### src/rtl/mem_port_arbiter.sv
// Arbitrates a single-ported 64-bit backing memory between an instruction-fetch
// port and a data port, alternating grants and aborting accesses that time out.
module mem_port_arbiter #(
  parameter int N       = 64,
  parameter int TIMEOUT = 16
) (
  input  logic         clk,
  input  logic         reset,
  input  logic         if_req,
  input  logic [N-1:0] if_addr,
  output logic [31:0]  if_rdata,
  output logic         if_valid,
  input  logic         dm_req,
  input  logic         dm_we,
  input  logic [N-1:0] dm_addr,
  input  logic [N-1:0] dm_wdata,
  output logic [N-1:0] dm_rdata,
  output logic         dm_valid,
  output logic         mem_req,
  output logic         mem_we,
  output logic [N-1:0] mem_addr,
  output logic [N-1:0] mem_wdata,
  input  logic         mem_ack,
  input  logic [N-1:0] mem_rdata,
  output logic         stall,
  output logic         err
);

  localparam int CW = (TIMEOUT > 2) ? $clog2(TIMEOUT) : 1;
  localparam logic [CW-1:0] CNT_LAST = CW'(TIMEOUT - 1);

  typedef enum logic [1:0] {IDLE, BUSY_IF, BUSY_DM} state_t;
  typedef enum logic {GRANT_IF, GRANT_DM} grant_t;

  state_t        state, state_n;
  grant_t        last_grant, last_grant_n;
  logic [CW-1:0] cnt, cnt_n;
  logic          addr2, addr2_n;
  logic          mem_req_n, mem_we_n;
  logic [N-1:0]  mem_addr_n, mem_wdata_n, dm_rdata_n;
  logic [31:0]   if_rdata_n;
  logic          if_valid_n, dm_valid_n, err_n;
  logic          if_elig, dm_elig, grant_if, grant_dm, timed_out;

  // Sub-doubleword address bits are dropped; bit 2 of the fetch address is kept separately.
  logic addr_lsbs_unused;
  assign addr_lsbs_unused = ^{if_addr[1:0], dm_addr[2:0]};

  // A requester whose valid is high has not yet had a chance to drop req.
  assign if_elig   = if_req & ~if_valid;
  assign dm_elig   = dm_req & ~dm_valid;
  assign grant_if  = if_elig & (~dm_elig | (last_grant == GRANT_DM));
  assign grant_dm  = dm_elig & ~grant_if;
  assign timed_out = (cnt == CNT_LAST);

  assign stall = (if_req & ~if_valid) | (dm_req & ~dm_valid);

  always_comb begin
    state_n      = state;
    last_grant_n = last_grant;
    cnt_n        = cnt;
    addr2_n      = addr2;
    mem_req_n    = mem_req;
    mem_we_n     = mem_we;
    mem_addr_n   = mem_addr;
    mem_wdata_n  = mem_wdata;
    if_rdata_n   = if_rdata;
    dm_rdata_n   = dm_rdata;
    if_valid_n   = 1'b0;
    dm_valid_n   = 1'b0;
    err_n        = 1'b0;

    case (state)
      IDLE: begin
        if (grant_if) begin
          state_n      = BUSY_IF;
          last_grant_n = GRANT_IF;
          cnt_n        = '0;
          addr2_n      = if_addr[2];
          mem_req_n    = 1'b1;
          mem_we_n     = 1'b0;
          mem_addr_n   = {if_addr[N-1:3], 3'b000};
          mem_wdata_n  = '0;
        end else if (grant_dm) begin
          state_n      = BUSY_DM;
          last_grant_n = GRANT_DM;
          cnt_n        = '0;
          mem_req_n    = 1'b1;
          mem_we_n     = dm_we;
          mem_addr_n   = {dm_addr[N-1:3], 3'b000};
          mem_wdata_n  = dm_wdata;
        end
      end

      BUSY_IF: begin
        if (mem_ack) begin
          state_n    = IDLE;
          mem_req_n  = 1'b0;
          if_valid_n = 1'b1;
          if_rdata_n = addr2 ? mem_rdata[63:32] : mem_rdata[31:0];
        end else if (timed_out) begin
          state_n    = IDLE;
          mem_req_n  = 1'b0;
          if_valid_n = 1'b1;
          err_n      = 1'b1;
        end else begin
          cnt_n = cnt + CW'(1);
        end
      end

      BUSY_DM: begin
        if (mem_ack) begin
          state_n    = IDLE;
          mem_req_n  = 1'b0;
          dm_valid_n = 1'b1;
          if (!mem_we) dm_rdata_n = mem_rdata;
        end else if (timed_out) begin
          state_n    = IDLE;
          mem_req_n  = 1'b0;
          dm_valid_n = 1'b1;
          err_n      = 1'b1;
        end else begin
          cnt_n = cnt + CW'(1);
        end
      end

      default: begin
        state_n   = IDLE;
        mem_req_n = 1'b0;
      end
    endcase
  end

  always_ff @(posedge clk) begin
    if (reset) begin
      state      <= IDLE;
      last_grant <= GRANT_DM;
      cnt        <= '0;
      addr2      <= 1'b0;
      mem_req    <= 1'b0;
      mem_we     <= 1'b0;
      mem_addr   <= '0;
      mem_wdata  <= '0;
      if_rdata   <= '0;
      dm_rdata   <= '0;
      if_valid   <= 1'b0;
      dm_valid   <= 1'b0;
      err        <= 1'b0;
    end else begin
      state      <= state_n;
      last_grant <= last_grant_n;
      cnt        <= cnt_n;
      addr2      <= addr2_n;
      mem_req    <= mem_req_n;
      mem_we     <= mem_we_n;
      mem_addr   <= mem_addr_n;
      mem_wdata  <= mem_wdata_n;
      if_rdata   <= if_rdata_n;
      dm_rdata   <= dm_rdata_n;
      if_valid   <= if_valid_n;
      dm_valid   <= dm_valid_n;
      err        <= err_n;
    end
  end

endmodule

### config.mk
export PLATFORM = sky130hd
export DESIGN_NAME = mem_port_arbiter
export DESIGN_NICKNAME = d
export VERILOG_FILES = /design/src/rtl/mem_port_arbiter.sv
export SDC_FILE = /design/constraint.sdc
export NUM_CORES = 1
export LEC_CHECK = 0
export CAP_MARGIN = 20
export CORE_AREA = 8 8 186 188
export DETAILED_ROUTE_END_ITERATION = 12
export DIE_AREA = 0 0 194 196
export GPL_ROUTABILITY_DRIVEN = 0
export SLEW_MARGIN = 20
export SYNTH_ARGS = -nofsm -noshare
export SYNTH_HDL_FRONTEND = slang
export SYNTH_SLANG_ARGS = --single-unit
### constraint.sdc
create_clock -name clk -period 2.2 [get_ports clk]
set_input_delay 0.55 -clock clk [delete_from_list [all_inputs] [get_ports clk]]
set_output_delay 0.55 -clock clk [all_outputs]
set_load 0.05 [all_outputs]
; Word level (Yosys, flattened, before mapping)
; Cells that the tools add are included.
[word_totals]
ff_bits = 237
inputBits = 262
out_inout_bits = 230
word_cells = 73
[classes]
addsub = 1
n_eq_ne = 7
mux = 25
n_bitwise = 14
reduce_logical = 13
[ops]
columns = cell, count
row1 = 2-to-1 mux 64 bit, 4
row2 = 2-to-1 mux 32 bit, 1
row3 = 2-to-1 mux 4 bit, 4
row4 = 2-to-1 mux 1 bit, 9
row5 = 2-to-1 mux 2 bit, 4
row6 = inverter 1 bit, 8
row7 = one-hot mux 4 bit (2 select lines), 1
row8 = AND reduction 2 bit, 4
row9 = OR reduction 2 bit, 3
row10 = adder 4 x 1 -> 4 bit (second input constant), 1
row11 = AND 1 bit, 4
row12 = == test 4 bit (second input constant), 1
row13 = inequality test 2 bit (second input constant), 2
row14 = one-hot mux 2 bit (2 select lines), 1
row15 = AND reduction 4 bit, 1
row16 = nonzero test 2 bit, 2
row17 = inequality test 3 x 1 -> 1 bit (second input constant), 1
row18 = inequality test 3 bit (second input constant), 1
row19 = AND reduction 3 bit, 1
row20 = OR reduction 3 bit, 1
row21 = == test 2 x 1 -> 1 bit (second input constant), 1
row22 = == test 2 bit (second input constant), 1
row23 = logical NOT 2 bit, 1
row24 = OR 1 bit, 2
row25 = one-hot mux 1 bit (2 select lines), 1

; Depth between registers and ports, before layout
; Gate-level depths: netlist of run 1.
[depth]
ltp_word = 10
mapped_depth = 8
mapped_depth_nobuf = 6

; Worst setup path before layout of run 1
; OpenSTA, ideal clock, no wires.
[synth_path]
path_kind = register to output
from = register dm_valid
to = output port stall
t_arrival_ns = 1.296
slack_ns = 0.354
path_stages_with_launch = 4
n_path_buf = 1
path_cell_list = dfxtp_1 > nand2b_4 > buf_6 > nand2_1
[synth_between]
elab_chain_cells = 3
[synth_rtl]
columns = element, line_no
row1 = "start, declared", 18  ; output logic dm_valid,
row2 = "start signal, assigned", 161  ; dm_valid <= dm_valid_n;
row3 = inverter 1 bit, 56  ; assign stall = (if_req & ~if_valid) | (dm_req & ~dm_valid);
row4 = AND 1 bit, 56
row5 = OR 1 bit, 56
row6 = "end, declared", 25  ; output logic stall,
; No other way between the ends.

; Worst setup path after layout of run 1
[layout_path]
from = input port if_req
to = output port stall
[layout_between]
elab_chain_cells = 2
[layout_rtl]
columns = element, line_no
row1 = "start, declared", 9  ; input logic if_req,
row2 = AND 1 bit, 56
row3 = OR 1 bit, 56
; No other way between the ends.

==> results.ini, run 1 <==
[run_status]
status = completed

[clock_tree]
cts_sinks = 234
ctsHoldBuffers = 0
cts_resized = 207
tritoncts = built
cts_buffers = 28
clk_pin_slew_ns = 0.06
htreeDepth = 1
cts_max_path_buffers = 3
root_buffer = clkbuf_16
post_cts_buffers = 0
clock_latency_ns = 0.54

[floorplan]
die_area_um2 = 38000
die_h_um = 196
ioPinCount = 492
start_util_pct = 28.4
fp-row-count = 66
core_um2 = 31900
die-width_um = 194

[cells_and_area]
final_common_cell = clkdlybuf4s50_1
drive_gt1_share_pct = 7.46
antenna_cells = 0
fillers = 3115
areaGrowthSynthToFinish_pct = 67.1
final_area_um2 = 15100
final_util_pct = 47.4
final_cells = 1936
nets = 1775
layout_common_cells = clkdlybuf4s50_1, nand2_1, dfxtp_1

[power_and_ir_drop]
ir_worst_vdd_mv = 0.544
p_leak_uw = 0.00646
cellPowerDensity_nw_per_um2 = 877

[worst_setup_path]
end_kind = output port
critPathMaxFanout = 4
cp_cell_sequence = clkdlybuf4s50_1, nand2b_1, nand2_1, buf_12
cpPeakStageDelay_ns = 0.50
cp_slowest_cell = clkdlybuf4s50_1
critPathKind = in -> out
cp-start-kind = input pin
critPathRequiredTime_ns = 1.65
cp_data_arrival_time_ns = 1.55

[synth]
synth_top_family_by_area = compound AO/OA/AOI/OAI gates
syn_avg_cell_area_um2 = 8.59
synth_xor_area_share_pct = 0
ys_seq_area_share_pct = 51.8
synth-compound-area-share_pct = 19.3
synthAdderAreaFrac_pct = 0.553
ys_types = 43
ys_seq_elements = 234
syn_inst = 1053
syn_area_um2 = 9050
synth_mux_area_share_pct = 3.65
yosys_warnings = 0
synth_simple_gate_area_share_pct = 19.1

[timing]
slew_viol_final = 0
setup_slack_ns = 0.0978
worst_pin_slew_ns = 0.574
rsz0062_at_grt = false
slew_headroom_pct = 61.9
setup_viol = 0
post-route-period-util_pct = 95.6
skew_ns = 0.00844
period_minus_slack_ns = 2.10
hold_violations = 0
max_freq_ghz = 0.476

[drt]
dr.pass1.iters = 5
ant_nets = 0
drt_iter0_drc = 323
routed-via-count = 9145
wl_per_cell_um = 19.1
viasPerCell = 4.72
drt_wl_total_um = 36900
post-route-drc-count = 0

[grt]
grt_max_degree = 65
grt_overflow = 0
grt_pass1_wl_um = 56500
grt_pass1_vias = 9200
antenna_found_initial = 0
grt_util_all_layers_pct = 18.4

[placed_design]
placed_area_um2 = 14400
dpl_worst_slack_ns = -0.00841
placed_cells = 1887
io_buffers = 483
hpwl_um = 27300

[hold_path]
min_path_type = in -> reg

[flow_run]
cap_violations = 0

-- cells in the mapped netlist (all sizes together) --
library cell / instances / area (um^2)
a211oi: 34 / 260
a21oi: 71 / 359
a22oi: 65 / 488
a311oi: 61 / 534
a31oi: 3 / 33.8
and2: 4 / 25.0
and2b: 2 / 17.5
buf: 59 / 364
clkbuf: 35 / 131
conb: 1 / 3.75
dfxtp: 234 / 4680
ha: 4 / 50.1
inv: 3 / 11.3
mux2i: 33 / 330
nand2: 254 / 956
nand2b: 2 / 20.0
nand3: 5 / 25.0
nand4: 3 / 18.8
nand4b: 2 / 17.5
nor2: 162 / 611
nor2b: 1 / 6.26
nor3: 1 / 5.00
nor4b: 1 / 8.76
o21a: 1 / 7.51
o21ai: 7 / 46.3
o21bai: 1 / 7.51
o31ai: 1 / 7.51
or2: 1 / 6.26
or3: 1 / 6.26
or4: 1 / 7.51
-- state kept, by name, indices dropped and copies added, names as in the netlist --
register / flops
mem_wdata: 64
mem_we: 1
err: 1
mem_addr: 61
cnt: 4
dm_valid: 1
mem_req: 1
last_grant: 1
if_valid: 1
dm_rdata: 64
addr2: 1
state: 2
if_rdata: 32
-- where the power goes --
group	leakage (uW)	internal (uW)	switching (uW)
clock network	0.000469	2980	1830
registers	0.00191	4600	177
logic	0.00408	1280	2400
-- layout make-up --
class                           instances  area (um^2)  share of cell area, %
Inverter                                3         11.3                 0.0745
Clock buffer                           41          841                   5.56
Clock inverter                          8          124                  0.819
Multi-Input combinational cell        724         3900                   25.8
Timing Repair Buffer                  518         5050                   33.4
Tap cell                              408          510                   3.38
Sequential cell                       234         4690                   31.0
-- worst max-delay path, delay by kind of cell --
kind | cells | cell delay (ns)
AND/OR/NAND/NOR | 2 | 0.33
buffers and inverters | 2 | 0.66
-- layer usage --
metal | vias up | routed length, um | track usage [%]
met5 | - | 0 | 0
met4 | 0 | 730 | 4.70
met3 | 46 | 3150 | 6.07
met2 | 328 | 18300 | 32.4
met1 | 4211 | 14800 | 21.4
li1 | 4560 | - | -
-- path summary, 6_finish.rpt --
kind	to	slack, ns	from	cells past startpoint
max	stall	0.1	if_req	4
min	mem_wdata[61]$_SDFFE_PP0P_	0.44	reset	2
max reg2reg	mem_addr[15]$_SDFFE_PP0P_	0.26	state[0]$_SDFFE_PP0P_	7
min reg2reg	dm_rdata[22]$_SDFFE_PP0P_	0.45	dm_rdata[22]$_SDFFE_PP0P_	2
-- per-stage QoR --
step / hold WS, ns / power [uW] / setup TNS (ns)
floorplan: 0.466 / 7170 / 0
global placement: 0.441 / 8770 / 0
detailed placement: 0.446 / 8810 / -0.0256
CTS: 0.420 / 13500 / 0
global route: 0.444 / 13900 / 0
finish: 0.437 / 13300 / 0
-- cell families (layout without fill, tap and decap cells) --
kind of cell | Yosys count | count (layout)
other | 1 | 3
AO/OA/AOI/OAI | 244 | 244
AND/OR/NAND/NOR | 440 | 440
flip-flops | 234 | 234
adder cells (fa/ha/maj) | 4 | 4
multiplexers | 33 | 33
buffers and inverters | 97 | 570
Power figures use the tool's default switching activity.
==> inputs of run 2 (changes only) <==
Settings changed: GPL_ROUTABILITY_DRIVEN 0 to default.
==> results of run 2 <==
The final DEF is identical to that of run 1; final timing and power are the same.
